`config.mk`:
```
export PLATFORM = sky130hd
export DESIGN_NAME = pattern_encoder
export DESIGN_NICKNAME = d
export VERILOG_FILES = /design/src/rtl/mbist_pkg.sv /design/src/rtl/pattern_encoder.sv
export SDC_FILE = /design/constraint.sdc
export NUM_CORES = 1
export LEC_CHECK = 0
export ABC_CLOCK_PERIOD_IN_PS = 3200
export BUFFER_PORTS_ARGS = -buffer_cell sky130_fd_sc_hd__buf_4
export CORE_AREA = 2 2 39 41
export DETAILED_ROUTE_END_ITERATION = 10
export DIE_AREA = 0 0 41 43
export GPL_TIMING_DRIVEN = 0
export PLACE_DENSITY = 0.3
export RECOVER_POWER = 25
export SYNTH_ARGS = -nofsm -noshare
export SYNTH_HDL_FRONTEND = slang
export SYNTH_SLANG_ARGS = --single-unit
```
`constraint.sdc`:
```
create_clock -name vclk -period 3.2
set_input_delay 0.32 -clock vclk [all_inputs]
set_output_delay 0.32 -clock vclk [all_outputs]
set_load 0.02 [all_outputs]
```
`src/rtl/mbist_pkg.sv`:
```
// mbist_pkg: pattern bytes and 3-bit pattern codes shared by the MBIST
// pattern generator and the read-side pattern checker.
`default_nettype none

package mbist_pkg;

  typedef logic [2:0] pat_code_t;

  localparam logic [7:0] PAT_CHECKER     = 8'hAA;
  localparam logic [7:0] PAT_INV_CHECKER = 8'h55;
  localparam logic [7:0] PAT_HI_NIB      = 8'hF0;
  localparam logic [7:0] PAT_LO_NIB      = 8'h0F;
  localparam logic [7:0] PAT_ZEROS       = 8'h00;
  localparam logic [7:0] PAT_ONES        = 8'hFF;

  localparam pat_code_t CODE_CHECKER     = 3'd0;
  localparam pat_code_t CODE_INV_CHECKER = 3'd1;
  localparam pat_code_t CODE_HI_NIB      = 3'd2;
  localparam pat_code_t CODE_LO_NIB      = 3'd3;
  localparam pat_code_t CODE_ZEROS       = 3'd4;
  localparam pat_code_t CODE_ONES        = 3'd5;
  localparam pat_code_t CODE_NONE        = 3'b111;

  // Highest code that names a real pattern; 6 and 7 are never legal expectations.
  localparam pat_code_t CODE_MAX_LEGAL   = CODE_ONES;

endpackage

`default_nettype wire

```
`src/rtl/pattern_encoder.sv`:
```
// pattern_encoder: combinational map from a read-back byte to its pattern code.
`default_nettype none

module pattern_encoder
  import mbist_pkg::*;
(
  input  logic [7:0] data,
  output pat_code_t  code,
  output logic       match
);

  always_comb begin
    code  = CODE_NONE;
    match = 1'b1;
    case (data)
      PAT_CHECKER:     code = CODE_CHECKER;
      PAT_INV_CHECKER: code = CODE_INV_CHECKER;
      PAT_HI_NIB:      code = CODE_HI_NIB;
      PAT_LO_NIB:      code = CODE_LO_NIB;
      PAT_ZEROS:       code = CODE_ZEROS;
      PAT_ONES:        code = CODE_ONES;
      default: begin
        code  = CODE_NONE;
        match = 1'b0;
      end
    endcase
  end

endmodule

`default_nettype wire

```
==> impl_metrics.ini <==
[cells_and_area]
drive_gt1_share_pct = 46.7
n_antenna_cell = 0
fin_area_um2 = 246
final_common_cell = buf_4
numSequentialCells = 0
seq_area_um2 = 0
nets = 40
syn2layout_area_growth_pct = 75.9
layout_common_cells = buf_4, nand4_1, or4_1, a21o_1, o221ai_1
clkbuf_count = 0

[global_route]
grt_usage_pct = 6.29
grt_overflow = 0
grt_start_max_net_pins = 7
grt_pass1_vias = 205
grt_pass1_wl_um = 855
antenna_found_initial = 0

[synth]
ys_types = 12
synth_nets = 26
synthCells = 18
yosysWarnings = 0
netlist_area_um2 = 140
yosysSeqAreaShare_pct = 0
postSynthAreaPerCell_um2 = 7.79

[detailed_routing]
viasPerCell = 4.78
first_pass_iters = 2
drt_iter0_drc = 7
drc = 0
routed_wl_um = 461
via_count = 220
ant_nets = 0
routedWlPerCell_um = 10.0

[floorplanning]
start_util_pct = 10.1
core_area_mm2 = 0.00138
pin_count = 12
die_y_um = 43
die_width_um = 41
rows = 14
dieArea_mm2 = 0.00176

[sta]
worstMarginPinSlew_ns = 0.271
fmax_mhz = 517
setup_violations = 0
max_slew_margin_pct = 81.9
finalHoldViolCount = 0
rsz0062_at_grt = no
whs_ns = 1.14
fin_crit_sh_pct = 60.5
timing.final.ws_setup_ns = 1.26
period_minus_slack_ns = 1.94
fin_tns_setup_ns = 0
drv_slew = 0

[place]
dpl_cell_area_um2 = 250
io_buffer_count = 12
gp_congestion = 0.711
dpl_worst_slack_ns = 1.26
hpwl_um = 406

[critical_path]
endpoint_kind = output pin
crit_required_ns = 2.88
cp.arrival_ns = 1.62
critPathKind = input port to output pin
cp-start-kind = input port
crit_fanout = 4

[pwr]
ir_worst_vdd_mv = 0.0271
p_leak_nw = 0.0926
p_per_area_mw_per_mm2 = 80.1

[clock_network]
post_cts_buffers = 0
ctsResizeCount = 0
cts_hold_buffers = 0

[run_status]
status = finished, final reports clean

[flow_run]
drv_cap = 0

[hold_path]
hold_path_class = input port to output pin
==> worst paths after layout <==
path                     from  endpoint  depth (start not counted)
worst min-delay path  data[0]   code[0]                          4
worst max-delay path  data[5]   code[1]                          6
==> synthesized netlist by cell type, drive strengths merged <==
cell type  n  area [um^2]
and4bb     1         12.5
nand2      1         3.75
o221ai     2         17.5
o211ai     1         7.51
or4        3         26.3
nand4      4         25.0
a21o       2         15.0
nor4bb     1         10.0
nor2       1         3.75
nand3      1         10.0
o2111ai    1         8.76
==> power breakdown <==
part           switching, W  internal, W
sequential                0            0
combinational    0.00000948    0.0000103
clock                     0            0
==> kinds of logic after synthesis <==
logic type	count (synthesis)	share of synthesized area, %
compound gates	6	34.8
simple gates	12	65.2
==> routing by layer <==
metal	GRT usage, %	routed length, um	vias up
li1	-	-	112
met1	10.1	241	96
met2	9.38	172	12
met3	0.524	47	0
met4	0	0	0
met5	0	0	-
==> critical path: stages <==
cell and delay, ns:
buf_4 0.12, or4_1 0.57, a21o_1 0.20, nand3_2 0.09
o221ai_1 0.13, buf_4 0.18
==> final cells by class <==
cell class | count | area [um^2]
Multi-Input combinational cell | 18 | 140
Fill cell | 156 | 1140
Timing Repair Buffer | 12 | 86.3
Tap cell | 16 | 20.0
==> through the flow <==
step	instances	utilization (%)	total power [W]
floorplan	18	-	0.00000593
CTS	46	18.1	0.0000199
global placement	46	18.1	0.0000198
detailed placement	46	18.1	0.0000198
global route	46	17.8	0.0000221
finish	46	17.8	0.0000197
Note: power is estimated with default switching activity, not from simulation.
